--- src/rtl/sram_fetch_sched_pkg.sv ---
// Shared types and default sizing for the detection-pass SRAM fetch scheduler.
package sram_sched_pkg;

   typedef enum logic [2:0] {
      IDLE,
      ISSUE,
      WAIT,
      WR_LO,
      WR_HI,
      LOADED
   } sched_state_t;

   localparam int IMG_WORDS  = 32;
   localparam int WT_WORDS   = 512;
   localparam int READ_LAT   = 2;
   localparam int COEF_SHIFT = 9;

endpackage

--- src/rtl/sram_fetch_sched_if.sv ---
// SRAM read port plus image/weight buffer write port seen by the scheduler.
interface sram_fetch_sched_if;

   logic [15:0] sram_addr;
   logic        sram_read;
   logic [31:0] sram_rdata;
   logic        buf_we;
   logic        buf_sel;
   logic [9:0]  buf_idx;
   logic [15:0] buf_wdata;

   modport master (
      output sram_addr, sram_read, buf_we, buf_sel, buf_idx, buf_wdata,
      input  sram_rdata
   );

   modport slave (
      input  sram_addr, sram_read, buf_we, buf_sel, buf_idx, buf_wdata,
      output sram_rdata
   );

endinterface

--- src/rtl/sram_fetch_sched_lat_counter.sv ---
// Loadable down-counter timing the SRAM read latency; expired when it reaches zero.
module sram_lat_counter #(
   parameter int W = 3
) (
   input  logic         clk,
   input  logic         n_rst,
   input  logic         load,
   input  logic [W-1:0] load_val,
   output logic         expired
);

   logic [W-1:0] cnt;

   // load on a new read, otherwise count down and park at zero
   always_ff @(posedge clk) begin
      if (!n_rst) cnt <= '0;
      else if (load) cnt <= load_val;
      else if (cnt != '0) cnt <= cnt - 1'b1;
   end

   assign expired = (cnt == '0);

endmodule

--- src/rtl/sram_fetch_sched.sv ---
// Fetches the image then the selected weight block from SRAM into the on-chip
// buffers, unpacking each 32-bit word into two halfword writes.
//
// state  | meaning
// IDLE   | waiting for start_detecting
// ISSUE  | one-cycle read strobe with word address
// WAIT   | READ_LAT-1 cycles of read latency (absent when READ_LAT=1)
// WR_LO  | write low half to index 2k, capture high half
// WR_HI  | write captured high half to index 2k+1, advance word/phase
// LOADED | both buffers filled, waiting for done_processing
module sram_fetch_sched
   import sram_sched_pkg::*;
#(
   parameter int READ_LAT  = sram_sched_pkg::READ_LAT,
   parameter int IMG_WORDS = sram_sched_pkg::IMG_WORDS,
   parameter int WT_WORDS  = sram_sched_pkg::WT_WORDS
) (
   input  logic                      clk,
   input  logic                      n_rst,
   input  logic                      start_detecting,
   input  logic                      done_processing,
   input  logic [6:0]                n_coef_image,
   input  logic [15:0]               image_base,
   input  logic [15:0]               weight_base,
   output logic                      busy,
   output logic                      image_weights_loaded,
   sram_fetch_sched_if.master        bus
);

   localparam int K_W   = $clog2(WT_WORDS);
   localparam int LAT_W = 3;
   // WAIT lasts READ_LAT-1 cycles, so the counter starts one below that
   localparam logic [LAT_W-1:0] LAT_LOAD = (READ_LAT > 1) ? LAT_W'(READ_LAT - 2) : '0;
   localparam logic [K_W-1:0]   IMG_LAST = K_W'(IMG_WORDS - 1);
   localparam logic [K_W-1:0]   WT_LAST  = K_W'(WT_WORDS - 1);

   sched_state_t state, state_nx;
   logic         ph;
   logic [K_W-1:0] k;
   logic [6:0]   coef_q;
   logic [15:0]  img_base_q, wt_base_q, hi_q;
   logic [15:0]  img_addr, wt_addr;
   logic [K_W-1:0] k_last;
   logic         lat_expired;

   sram_lat_counter #(.W(LAT_W)) u_lat (
      .clk      (clk),
      .n_rst    (n_rst),
      .load     (state == ISSUE),
      .load_val (LAT_LOAD),
      .expired  (lat_expired)
   );

   assign k_last   = ph ? WT_LAST : IMG_LAST;
   assign img_addr = img_base_q + 16'(k);
   assign wt_addr  = wt_base_q + (16'(coef_q) << COEF_SHIFT) + 16'(k);

   // state register
   always_ff @(posedge clk) begin
      if (!n_rst) state <= IDLE;
      else state <= state_nx;
   end

   // next-state decode
   always_comb begin
      state_nx = state;
      case (state)
         IDLE:    if (start_detecting) state_nx = ISSUE;
         ISSUE:   state_nx = (READ_LAT == 1) ? WR_LO : WAIT;
         WAIT:    if (lat_expired) state_nx = WR_LO;
         WR_LO:   state_nx = WR_HI;
         WR_HI:   state_nx = (ph && (k == k_last)) ? LOADED : ISSUE;
         LOADED:  if (done_processing) state_nx = IDLE;
         default: state_nx = IDLE;
      endcase
   end

   // pass context latched at start, word/phase counter, captured high half
   always_ff @(posedge clk) begin
      if (!n_rst) begin
         ph         <= 1'b0;
         k          <= '0;
         coef_q     <= '0;
         img_base_q <= '0;
         wt_base_q  <= '0;
         hi_q       <= '0;
      end else begin
         case (state)
            IDLE: if (start_detecting) begin
               coef_q     <= n_coef_image;
               img_base_q <= image_base;
               wt_base_q  <= weight_base;
               ph         <= 1'b0;
               k          <= '0;
            end
            WR_LO: hi_q <= bus.sram_rdata[31:16];
            WR_HI: begin
               if (k != k_last) k <= k + 1'b1;
               else if (!ph) begin
                  ph <= 1'b1;
                  k  <= '0;
               end
            end
            default: ;
         endcase
      end
   end

   // outputs are pure decodes of the registered state; zero when not active
   always_comb begin
      bus.sram_read = 1'b0;
      bus.sram_addr = '0;
      bus.buf_we    = 1'b0;
      bus.buf_sel   = 1'b0;
      bus.buf_idx   = '0;
      bus.buf_wdata = '0;
      case (state)
         ISSUE: begin
            bus.sram_read = 1'b1;
            bus.sram_addr = ph ? wt_addr : img_addr;
         end
         WR_LO: begin
            bus.buf_we    = 1'b1;
            bus.buf_sel   = ph;
            bus.buf_idx   = 10'({k, 1'b0});
            bus.buf_wdata = bus.sram_rdata[15:0];
         end
         WR_HI: begin
            bus.buf_we    = 1'b1;
            bus.buf_sel   = ph;
            bus.buf_idx   = 10'({k, 1'b1});
            bus.buf_wdata = hi_q;
         end
         default: ;
      endcase
   end

   assign busy                 = (state != IDLE) && (state != LOADED);
   assign image_weights_loaded = (state == LOADED);

endmodule

--- src/flat_wrapper.sv ---
// flat-port wrapper written by rule: the top's interface ports become plain ports
module sram_fetch_sched_flat import sram_sched_pkg::*;
#(
   parameter int READ_LAT  = sram_sched_pkg::READ_LAT,
   parameter int IMG_WORDS = sram_sched_pkg::IMG_WORDS,
   parameter int WT_WORDS  = sram_sched_pkg::WT_WORDS
)
  (clk, n_rst, start_detecting, done_processing, n_coef_image, image_base, weight_base, busy, image_weights_loaded, bus_sram_addr, bus_sram_read, bus_buf_we, bus_buf_sel, bus_buf_idx, bus_buf_wdata, bus_sram_rdata);
  sram_fetch_sched_if bus_i ();
  input  logic clk;
  input  logic n_rst;
  input  logic start_detecting;
  input  logic done_processing;
  input  logic [6:0] n_coef_image;
  input  logic [15:0] image_base;
  input  logic [15:0] weight_base;
  output logic busy;
  output logic image_weights_loaded;
  output wire logic [$bits(bus_i.sram_addr)-1:0] bus_sram_addr;
  output wire logic [$bits(bus_i.sram_read)-1:0] bus_sram_read;
  output wire logic [$bits(bus_i.buf_we)-1:0] bus_buf_we;
  output wire logic [$bits(bus_i.buf_sel)-1:0] bus_buf_sel;
  output wire logic [$bits(bus_i.buf_idx)-1:0] bus_buf_idx;
  output wire logic [$bits(bus_i.buf_wdata)-1:0] bus_buf_wdata;
  input wire logic [$bits(bus_i.sram_rdata)-1:0] bus_sram_rdata;
  assign bus_sram_addr = bus_i.sram_addr;
  assign bus_sram_read = bus_i.sram_read;
  assign bus_buf_we = bus_i.buf_we;
  assign bus_buf_sel = bus_i.buf_sel;
  assign bus_buf_idx = bus_i.buf_idx;
  assign bus_buf_wdata = bus_i.buf_wdata;
  assign bus_i.sram_rdata = bus_sram_rdata;
  sram_fetch_sched #(.READ_LAT(READ_LAT), .IMG_WORDS(IMG_WORDS), .WT_WORDS(WT_WORDS)) u_core (.clk(clk), .n_rst(n_rst), .start_detecting(start_detecting), .done_processing(done_processing), .n_coef_image(n_coef_image), .image_base(image_base), .weight_base(weight_base), .busy(busy), .image_weights_loaded(image_weights_loaded), .bus(bus_i));
endmodule
--- config.mk ---
export PLATFORM = sky130hd
export DESIGN_NAME = sram_fetch_sched_flat
export DESIGN_NICKNAME = d
export VERILOG_FILES = /design/src/rtl/sram_fetch_sched_pkg.sv /design/src/rtl/sram_fetch_sched_if.sv /design/src/rtl/sram_fetch_sched_lat_counter.sv /design/src/rtl/sram_fetch_sched.sv /design/src/flat_wrapper.sv
export SDC_FILE = /design/constraint.sdc
export NUM_CORES = 1
export LEC_CHECK = 0
export BUFFER_PORTS_ARGS = -buffer_cell sky130_fd_sc_hd__buf_2
export CAP_MARGIN = 10
export CORE_ASPECT_RATIO = 0.9
export CORE_MARGIN = 2
export CORE_UTILIZATION = 58
export CTS_CLUSTER_SIZE = 14
export DETAILED_ROUTE_END_ITERATION = 16
export PLACE_DENSITY_LB_ADDON = 0.2
export SETUP_SLACK_MARGIN = 0.1
export SLEW_MARGIN = 20
export SYNTH_ARGS = -nofsm -noshare
export SYNTH_HDL_FRONTEND = slang
export SYNTH_HIERARCHICAL = 1
export SYNTH_SLANG_ARGS = --single-unit
--- constraint.sdc ---
create_clock -name clk -period 3.9 [get_ports clk]
set_input_delay 0.585 -clock clk [delete_from_list [all_inputs] [get_ports clk]]
set_output_delay 0.585 -clock clk [all_outputs]
set_load 0.01 [all_outputs]
==> summary.txt, run 1 <==
Die
  – Die area: 0.00868 mm2
  – Core ar.: 0.00762 mm2
  – Std-Cell Rows: 30
  – Die X: 98.0 um
  – I/O pin cnt: 122
  – Effective utilization at floorplan: 0.605
  – Die H: 88.6 um

Global route
  – Global route overflow: 0
  – Vias in the first global route: 4,267
  – Largest net degree at the start of global routing: 68
  – First-pass GRT wire length: 19,900 um
  – Initial antenna violation count: 0
  – GR Util All Layers: 0.280

Power
  – Leakage power: 2.40 nW
  – Worst VDD drop: 0.234 mV
  – Seq pwr share: 0.448
  – Switching Fraction: 0.350
  – Internal power: 1.23 mW
  – Combinational group share of total power: 0.253
  – Power per Cell Area: 351 mW/mm2
  – Power, Total: 1.90 mW
  – Clock power share: 0.299
  – P_sw: 0.665 mW

Worst setup path
  – Critical path type: reg -> out
  – R2R depth: 5
  – CP peak stage delay: 0.46 ns
  – Worst path required time: 3.31 ns
  – Arr. time, crit path: 2.86 ns
  – Worst R2R Start: u_core/state[2]$_SDFFE_PN0P_
  – CP Cell Sequence: ha_1, inv_1, fa_1, nor2b_1, o211ai_1, a211oi_1, o21ai_1, xor2_1, a211oi_1, buf_2
  – Startpoint types: flop
  – CP max-delay cell: dfxtp_1
  – R2r setup slk: 1.58 ns
  – Worst setup EP type: primary output
  – CP delay by family, top: compound AO/OA/AOI/OAI gates
  – Worst reg2reg path endpoint: u_core/k[6]$_SDFFE_PN0P_
  – Worst-path fanout max: 7
  – CP dominant cell by count: a211oi_1
  – Worst path buffer plus inverter count: 2

Place
  – DP Wirelength: 8780 um
  – Gpl congestion: 0.891
  – Placed cells: 800
  – Port Buf Inserts: 121
  – Post-place setup slack: 0.870 ns

Routing
  – Post-DRT Antenna Nets: 0
  – WL final: 12,100 um
  – Vias: 4,708
  – 1st-iter DRT viols: 338
  – # DRC: 0
  – First-pass DRT Iterations: 5
  – WL/cell: 14.9 um
  – Via/cell ratio: 5.77

Synthesis
  – Avg Inst Size Synth: 7.54 um2
  – Seq cells post-synth: 71
  – Ys flop type: dfxtp_1
  – Synth unique cells: 66
  – Asr flop ratio synth: 0
  – Mapped cell area: 0.00461 mm2
  – Synth warn: 6
  – EDFF count, synth: 0
  – Post-synthesis sequential area ratio: 0.308
  – Cells after synthesis: 612

Clocking
  – Setup Fix Bufs, Post-CTS: 0
  – Count of hold-fix buffers inserted at cts: 0
  – Clock Path Buffers: 2
  – CTS root buffer: clkbuf_8
  – CTS tree: done
  – Post-CTS Resized: 0
  – H-Tree Depth: 3
  – Worst-skew pair later-pin latency: 0.36 ns
  – Clk sinks: 71
  – Cts bufs inserted: 9
  – Worst-path clk slew: 0.09 ns

Worst hold path
  – Worst Hold End: u_core/wt_base_q[10]$_SDFFE_PN0P_
  – Min-delay src: weight_base[10]
  – Hold Crit Depth: 3
  – HP Class: in -> reg

Final layout
  – Antenna Cells: 0
  – Area grow syn2layout: 17.1%
  – NumNets Final: 819
  – Ratio of cells with drive above 1 in the final layout: 0.228
  – Non-filler cells, final: 816
  – Final Core Density: 0.709

STA
  – Final setup violation count: 0
  – Setup TNS: 0 ns
  – Fin crit share: 0.883
  – Fmax achieved: 290 MHz
  – RSZ-0062 raised after global routing: no
  – Actual slew at the worst max-slew pin: 0.917 ns
  – Worst clock skew: 0.00671 ns
  – Slew HR: 0.389
  – Endpoints failing hold: 0
  – Final setup margin: 0.457 ns
  – Post-layout min period: 3.44 ns
  – Max-slew violations: 0

Outcome
  – Status: complete, no violations

Run
  – Max-Cap Viols: 0
[worst min-delay path: cells and delay by family]
kind                   cells  cell delay, ns
AOI/OAI and AO/OA          1            0.05
buffers and inverters      1            0.09
and+or+nand+nor            1            0.04
[power groups by stage]
| stage | Sequential, mW | Combinational, mW | Clock, mW |
|---|---|---|---|
| finish | 0.850 | 0.480 | 0.566 |
| global route | 0.859 | 0.540 | 0.603 |
| CTS | 0.849 | 0.481 | 0.578 |
| detailed placement | 0.865 | 0.478 | 0 |
| global placement | 0.860 | 0.460 | 0 |
| floorplan | 0.838 | 0.368 | 0 |
[how the worst max path moves through the flow]
| stage | start | end | slack (ns) | cells past startpoint |
|---|---|---|---|---|
| floorplan | u_core/k[0]$_SDFFE_PN0P_ | bus_sram_addr[10] | 1.14 | 9 |
| global placement | u_core/k[0]$_SDFFE_PN0P_ | bus_sram_addr[10] | 0.91 | 10 |
| detailed placement | u_core/k[0]$_SDFFE_PN0P_ | bus_sram_addr[10] | 0.87 | 10 |
| CTS | u_core/k[0]$_SDFFE_PN0P_ | bus_sram_addr[10] | 0.48 | 10 |
| global route | u_core/k[0]$_SDFFE_PN0P_ | bus_sram_addr[14] | 0.19 | 10 |
| finish | u_core/k[0]$_SDFFE_PN0P_ | bus_sram_addr[10] | 0.46 | 10 |
[cell type report]
| class | instances | area (um2) |
|---|---|---|
| Multi-Input combinational cell | 491 | 2980 |
| Fill cell | 658 | 2220 |
| Sequential cell | 71 | 1420 |
| Timing Repair Buffer | 123 | 621 |
| Clock buffer | 9 | 124 |
| Tap cell | 96 | 120 |
| Inverter | 19 | 72.6 |
| Clock inverter | 7 | 61.3 |
[metal layers]
layer	vias to the layer above	routed length, um	track usage	part of all wire
met5	-	0	0	0
met2	200	5410	0.440	0.45
met4	0	225	0.107	0.019
li1	2366	-	-	-
met1	2123	5370	0.376	0.44
met3	19	1130	0.0687	0.093
[cells in the final DEF, fill, tap and decap left out, drive strengths merged, types with 5 or more instances in the layout]
cell type	count
nand2	132
buf	123
a21oi	97
dfxtp	71
nor2	39
ha	27
inv	22
o21ai	18
a22o	16
nor2b	16
a211oi	12
a21o	10
nor3	10
clkbuf	9
nand3	9
xnor2	9
and3	7
xor2	7
o21a	7
nand2b	6
o211ai	6
or3	5
[flip-flops by register name, indices dropped and copies added (netlist names)]
signal,count
u_core/coef_q,7
u_core/u_lat/cnt,3
u_core/ph,1
u_core/img_base_q,16
u_core/wt_base_q,16
u_core/hi_q,16
u_core/k,9
u_core/state,3
[per-stage QoR]
stage	hold slack, ns	cell area [um2]
5_1_grt	0.449	5400
6_report	0.453	5400
3_5_place_dp	0.450	5220
4_1_cts	0.444	5400
2_1_floorplan	0.437	4620
3_3_place_gp	0.444	5220
[logic make-up after synthesis]
logic type | synth area share
buffers and inverters | 0.0475
other | 0.000813
DFF | 0.308
xor gates and xnor gates | 0.0304
muxes | 0.00895
and+or+nand+nor | 0.256
AOI/OAI and AO/OA | 0.266
adders and majority gates | 0.0819
[synthesized netlist by cell type, types with 14 or more instances]
cell	instances	area [um2]
a21oi_1	95	475
a22o_1	16	140
clkbuf_1	21	78.8
dfxtp_1	71	1420
ha_1	27	338
inv_1	18	67.6
nand2_1	132	495
nor2_1	36	135
nor2b_1	14	87.6
Note: power is estimated with default switching activity, not from simulation.
==> run 2, diff against run 1 <==
- CORE_ASPECT_RATIO: 0.9 -> unset
==> run 2 against run 1 <==
Critical path depth is the same. Sequential share of layout area decreased by 0.31 points. Largest cell class unchanged. Clock power rose by 24%. Critical path type unchanged. Largest power group unchanged. Flip-flop and latch count is the same. Register-to-register slack better by 0.03 ns.
==> summary.txt, run 2 (same netlist as run 1, synthesis figures left out) <==
Outcome
  – Status: complete, no violations

STA
  – Worst clock skew: 0.00620 ns (-0.000508 ns)
  – RSZ-0062 raised after global routing: no
  – Slew HR: 0.423 (+0.0342)
  – Fin crit share: 0.896 (+0.0131)
  – Endpoints failing hold: 0 (unchanged)
  – Max-slew violations: 0 (unchanged)
  – Fmax achieved: 286 MHz (-1.5%)
  – Setup TNS: 0 ns (unchanged)
  – WHS: 0.464 ns (+0.0109 ns)
  – Post-layout min period: 3.49 ns (+0.0511 ns)
  – Actual slew at the worst max-slew pin: 0.862 ns (-0.0546 ns)
  – Final setup violation count: 0 (unchanged)

Routing
  – First-pass DRT Iterations: 5 (unchanged)
  – Vias: 4,650 (-1.2%)
  – Via/cell ratio: 5.66 (-2.0%)
  – WL final: 12,200 um (+0.68%)
  – Post-DRT Antenna Nets: 0 (unchanged)
  – # DRC: 0 (unchanged)
  – WL/cell: 14.9 um (about the same)
  – 1st-iter DRT viols: 313 (-7.4%)

Power
  – Power per Cell Area: 372 mW/mm2 (+5.9%)
  – Power, Total: 2.03 mW (+7.2%)
  – Leakage power: 2.43 nW (+1.3%)
  – Worst VDD drop: 0.231 mV (-1.3%)

Clocking
  – Clock Path Buffers: 2 (unchanged)
  – Post-CTS Resized: 0 (unchanged)
  – H-Tree Depth: 3 (unchanged)
  – Setup Fix Bufs, Post-CTS: 0 (unchanged)
  – CTS tree: done
  – Count of hold-fix buffers inserted at cts: 0 (unchanged)
  – Worst-path clk slew: 0.08 ns (about the same)
  – CTS root buffer: clkbuf_8
  – Clk sinks: 71 (unchanged)
  – Worst-skew pair later-pin latency: 0.34 ns (-0.02 ns)
  – Cts bufs inserted: 9 (unchanged)

Die
  – Die area: 0.00868 mm2 (about the same)
  – Core ar.: 0.00773 mm2 (+1.4%)
  – Effective utilization at floorplan: 0.597 (-0.00843)
  – I/O pin cnt: 122 (unchanged)
  – Die H: 93.2 um (+5.2%)
  – Die X: 93.2 um (-4.9%)
  – Std-Cell Rows: 32 (+6.7%)

Final layout
  – Area grow syn2layout: 18.5%
  – NumNets Final: 819 (unchanged)
  – Reg area: 0.00142 mm2 (unchanged)
  – Ratio of cells with drive above 1 in the final layout: 0.228 (unchanged)
  – Footprint of the multi-input gates: 0.00298 mm2 (unchanged)
  – Top flop regs: u_core/hi_q x16, u_core/img_base_q x16, u_core/wt_base_q x16
  – Commonest non-fill, non-tap cell in the layout: nand2_1
  – Fill count: 661 (+0.46%)
  – Antenna Cells: 0 (unchanged)
  – Most frequent cells in the layout: 132 x nand2_1, 121 x buf_2, 95 x a21oi_1

Worst setup path
  – Worst setup EP type: primary output
  – Arr. time, crit path: 2.91 ns (+0.05 ns)
  – Worst path required time: 3.31 ns (about the same)
  – Worst R2R Start: u_core/state[2]$_SDFFE_PN0P_
  – Startpoint types: flop
  – Critical path type: reg -> out
  – Worst-path fanout max: 7 (unchanged)
  – Setup crit start: u_core/k[0]$_SDFFE_PN0P_

Global route
  – Initial antenna violation count: 0 (unchanged)
  – Global route overflow: 0 (unchanged)
  – Vias in the first global route: 4,350 (+1.9%)
  – First-pass GRT wire length: 20,000 um (+0.24%)
  – GR Util All Layers: 0.285 (+0.00549)
  – Largest net degree at the start of global routing: 68 (unchanged)

Place
  – Gpl congestion: 0.917 (+2.9%)
  – Port Buf Inserts: 121 (unchanged)
  – DP Wirelength: 8850 um (+0.78%)

Run
  – Max-Cap Viols: 0 (unchanged)

Worst hold path
  – HP Class: reg -> reg
  – Min-delay src: u_core/hi_q[12]$_SDFFE_PN0N_
==> run 2: path summary, 6_finish.rpt <==
check	to	slack [ns]	depth (start not counted)
max	bus_sram_addr[10]	0.41	10
min	u_core/hi_q[12]$_SDFFE_PN0N_	0.46	2
max reg2reg	u_core/k[6]$_SDFFE_PN0P_	1.61	5
min reg2reg	u_core/hi_q[12]$_SDFFE_PN0N_	0.46	2
==> run 2: routing by layer <==
| layer | routed length [um] | global-route usage |
|---|---|---|
| met5 | 0 | 0 |
| met4 | 215 | 0.0993 |
| met3 | 887 | 0.0612 |
| met2 | 5610 | 0.468 |
| met1 | 5500 | 0.372 |
==> run 2: cell type report <==
type | count | area share
clock inverters | 4 | 0.0140
well taps | 102 | 0.0233
repair buffers | 123 | 0.114
clock buffers | 12 | 0.0302
multi-input cells | 491 | 0.546
flip-flops and latches | 71 | 0.260
inverters | 19 | 0.0133
==> run 2: worst max-delay path, cell delays in order, from the launching register on <==
cell and delay (ns):
dfxtp_1 0.44, ha_1 0.22, inv_1 0.06, fa_1 0.40, nor2b_1 0.19, o211ai_1 0.19, a211oi_1 0.34, o21ai_1 0.11
xor2_1 0.15, a211oi_1 0.28, buf_2 0.18
==> run 2: metrics by stage <==
stage / area, um2 / cells / worst slack, ns / util
final: 5470 / 822 / 0.406 / 0.707
after global routing: 5470 / 822 / 0.253 / 0.707
after CTS: 5460 / 822 / 0.409 / 0.707
after detailed placement: 5220 / 806 / 0.810 / 0.676
after global placement: 5220 / 806 / 0.880 / 0.676
after floorplan: 4620 / 614 / 1.14 / -
==> run 2: power by group <==
group	internal, mW	total (mW)	switching [mW]
clock network	0.414	0.703	0.288
registers	0.791	0.851	0.0598
logic	0.198	0.480	0.281
total	1.40	2.03	0.629
==> run 3, diff against run 2 <==
- ABC_AREA: unset -> 1
==> run 3 against run 2 <==
Non-clock buffer count decreased by 1. Register-to-register slack improved by 0.03 ns. Design area grew 3.6%. Global-route usage up 2.2 points. Clock power decreased by 14%. Worst setup slack better by 0.53 ns.
==> summary.txt, run 3 <==
STA
  – Endpoints failing hold: 0 (unchanged)
  – Setup TNS: 0 ns (unchanged)
  – Final setup violation count: 0 (unchanged)
  – Fmax achieved: 338 MHz (+18%)
  – RSZ-0062 raised after global routing: no
  – Max-slew violations: 0 (unchanged)
  – Worst clock skew: 0.00466 ns (-0.00154 ns)
  – Fin crit share: 0.759 (-0.137)
  – Slew HR: 0.383 (-0.0403)
  – Actual slew at the worst max-slew pin: 0.926 ns (+0.0637 ns)
  – Post-layout min period: 2.96 ns (-0.532 ns)

Global route
  – Global route overflow: 0 (unchanged)
  – Initial antenna violation count: 0 (unchanged)
  – GR Util All Layers: 0.307 (+0.0216)
  – Largest net degree at the start of global routing: 63 (-7.4%)
  – Vias in the first global route: 4,942 (+14%)
  – First-pass GRT wire length: 21,900 um (+9.6%)

Synthesis
  – Commonest cells post-synth: 163 x nand2_1, 150 x nor2_1, 84 x inv_1, 71 x dfxtp_1, 68 x o21ai_0
  – Post-synth top area share: 0.295 (-0.0136)
  – Avg Inst Size Synth: 6.25 um2 (-17%)
  – Synth unique cells: 41 (-38%)
  – Ys flop type: dfxtp_1
  – Post-synthesis sequential area ratio: 0.295 (-0.0136)
  – Area leader, netlist: dfxtp_1
  – Synth warn: 6 (unchanged)
  – Cells after synthesis: 772 (+26%)
  – Asr flop ratio synth: 0 (unchanged)
  – Top post-synthesis cells by area: dfxtp_1 29%, nand2_1 13%, nor2_1 12%
  – Seq cells post-synth: 71 (unchanged)
  – Most numerous cell in the Yosys netlist: nand2_1
  – Mapped cell area: 0.00482 mm2 (+4.6%)
  – EDFF count, synth: 0 (unchanged)

Final layout
  – Area grow syn2layout: 17.4%
  – NumNets Final: 988 (+21%)
  – Commonest non-fill, non-tap cell in the layout: nand2_1
  – Reg area: 0.00142 mm2 (unchanged)
  – Ratio of cells with drive above 1 in the final layout: 0.184 (-0.0442)
  – Antenna Cells: 0 (unchanged)
  – Most frequent cells in the layout: 163 x nand2_1, 150 x nor2_1, 121 x buf_2
  – Footprint of the multi-input gates: 0.00294 mm2 (-1.5%)
  – Top flop regs: u_core/hi_q x16, u_core/img_base_q x16, u_core/wt_base_q x16
  – Fill count: 694 (+5.0%)

Worst hold path
  – Min-delay src: weight_base[2]
  – Worst Hold End: u_core/wt_base_q[2]$_SDFFE_PN0P_
  – Hold Crit Depth: 3 (+1)
  – HP Class: in -> reg

Worst setup path
  – Critical path type: reg -> out
  – CP peak stage delay: 0.45 ns (about the same)
  – Worst reg2reg path endpoint: u_core/img_base_q[9]$_SDFFE_PN0P_
  – CP max-delay cell: dfxtp_1
  – CP dominant cell by count: nand2_1
  – Worst path required time: 3.31 ns (about the same)
  – Worst R2R Start: u_core/state[0]$_SDFFE_PN0P_
  – Arr. time, crit path: 2.38 ns (-0.53 ns)
  – Worst setup EP type: primary output
  – Startpoint types: flop
  – R2R depth: 6 (+1)
  – Worst-path fanout max: 6 (-1)
  – R2r setup slk: 1.64 ns (+0.03 ns)
  – CP Cell Sequence: inv_1, fa_1, inv_1, nand4_1, nand2_1, nand2_1, nand2_1, nand2_1, nand3_1, nand2_1, nor2_1, buf_2

Clocking
  – Worst-skew pair later-pin latency: 0.35 ns (about the same)
  – Setup Fix Bufs, Post-CTS: 0 (unchanged)
  – Clock Path Buffers: 2 (unchanged)
  – Clk sinks: 71 (unchanged)
  – Worst-path clk slew: 0.08 ns (about the same)
  – Cts bufs inserted: 9 (unchanged)
  – CTS root buffer: clkbuf_8
  – CTS tree: done
  – H-Tree Depth: 3 (unchanged)
  – Count of hold-fix buffers inserted at cts: 0 (unchanged)
  – Post-CTS Resized: 0 (unchanged)

Die
  – I/O pin cnt: 122 (unchanged)
  – Effective utilization at floorplan: 0.593 (-0.00369)
  – Die X: 95.2 um (+2.2%)
  – Std-Cell Rows: 33 (+3.1%)
  – Die area: 0.00906 mm2 (+4.4%)
  – Die H: 95.2 um (+2.2%)
  – Core ar.: 0.00813 mm2 (+5.3%)

Power
  – Leakage power: 3.08 nW (+27%)
  – Power, Total: 3.03 mW (+49%)
  – Worst VDD drop: 0.482 mV (+110%)
  – Power per Cell Area: 535 mW/mm2 (+44%)

Routing
  – Via/cell ratio: 5.38 (-5.0%)
  – First-pass DRT Iterations: 5 (unchanged)
  – WL/cell: 13.6 um (-8.6%)
  – # DRC: 0 (unchanged)
  – 1st-iter DRT viols: 308 (-1.6%)
  – Vias: 5,338 (+15%)
  – WL final: 13,500 um (+10%)
  – Post-DRT Antenna Nets: 0 (unchanged)

Place
  – Port Buf Inserts: 121 (unchanged)
  – DP Wirelength: 10,000 um (+13%)
  – Gpl congestion: 1.04 (+14%)

Run
  – Max-Cap Viols: 0 (unchanged)

Outcome
  – Status: complete, no violations
==> run 3: cell count changes after synthesis, sizes merged, moves of 9 or more <==
cell	change
a211oi	-10
a21oi	-48
clkbuf	-9
inv	+77
nand2	+35
nand3	+36
nand4	+9
nor2	+117
nor2b	-16
o21ai	+54
==> run 3: layout make-up <==
class / count / area share
sequential: 71 / 0.251
clock buffer: 10 / 0.0243
tap: 105 / 0.0232
timing repair buffer: 122 / 0.108
clock inverter: 5 / 0.0104
multi-input combinational: 583 / 0.519
inverter: 97 / 0.0643
==> run 3: worst max-delay path by stage <==
stage / start / end
final: u_core/k[1]$_SDFFE_PN0P_ / bus_sram_addr[10]
after global placement: u_core/k[0]$_SDFFE_PN0P_ / bus_sram_addr[4]
after CTS: u_core/k[1]$_SDFFE_PN0P_ / bus_sram_addr[4]
after global routing: u_core/k[0]$_SDFFE_PN0P_ / bus_sram_addr[12]
after floorplan: u_core/k[0]$_SDFFE_PN0P_ / bus_sram_addr[4]
after detailed placement: u_core/k[0]$_SDFFE_PN0P_ / bus_sram_addr[4]
==> run 3: power breakdown <==
part	switching, mW	leakage, nW	internal, mW
Clock	0.292	0.0944	0.309
Sequential	0.155	0.582	0.926
Combinational	0.887	2.40	0.462
==> run 3: per-stage QoR <==
stage          hold WS (ns)   util  setup WS (ns)  std cells  cell area [um2]
2_1_floorplan         0.444      -           1.60        774             4830
3_3_place_gp          0.461  0.672           1.36        978             5470
3_5_place_dp          0.476  0.672           1.31        978             5470
4_1_cts               0.443  0.696          0.920        993             5660
5_1_grt               0.443  0.696          0.623        993             5660
6_report              0.455  0.696          0.938        993             5660
==> run 3: cells by family (layout without fill, tap and decap cells) <==
logic type | count (synthesis) | count (layout) | share of synthesized area
simple gates | 402 | 402 | 0.352
compound gates | 144 | 144 | 0.167
buf+inv | 120 | 234 | 0.0980
flops | 71 | 71 | 0.295
xor+xnor | 5 | 5 | 0.00908
fa+ha+maj | 29 | 29 | 0.0783
other cells | 1 | 3 | 0.000777
==> run 3: per-layer routing <==
layer | track usage | up-vias | wire length (um)
li1 | - | 2715 | -
met1 | 0.372 | 2396 | 5780
met2 | 0.536 | 198 | 6490
met3 | 0.0514 | 29 | 853
met4 | 0.126 | 0 | 361
met5 | 0 | - | 0
==> run 3: critical path, delay by kind of cell, from the launching register on <==
kind          cells  cell delay [ns]
buf+inv           3             0.41
flops             1             0.45
fa+ha+maj         1             0.43
simple gates      8             0.73
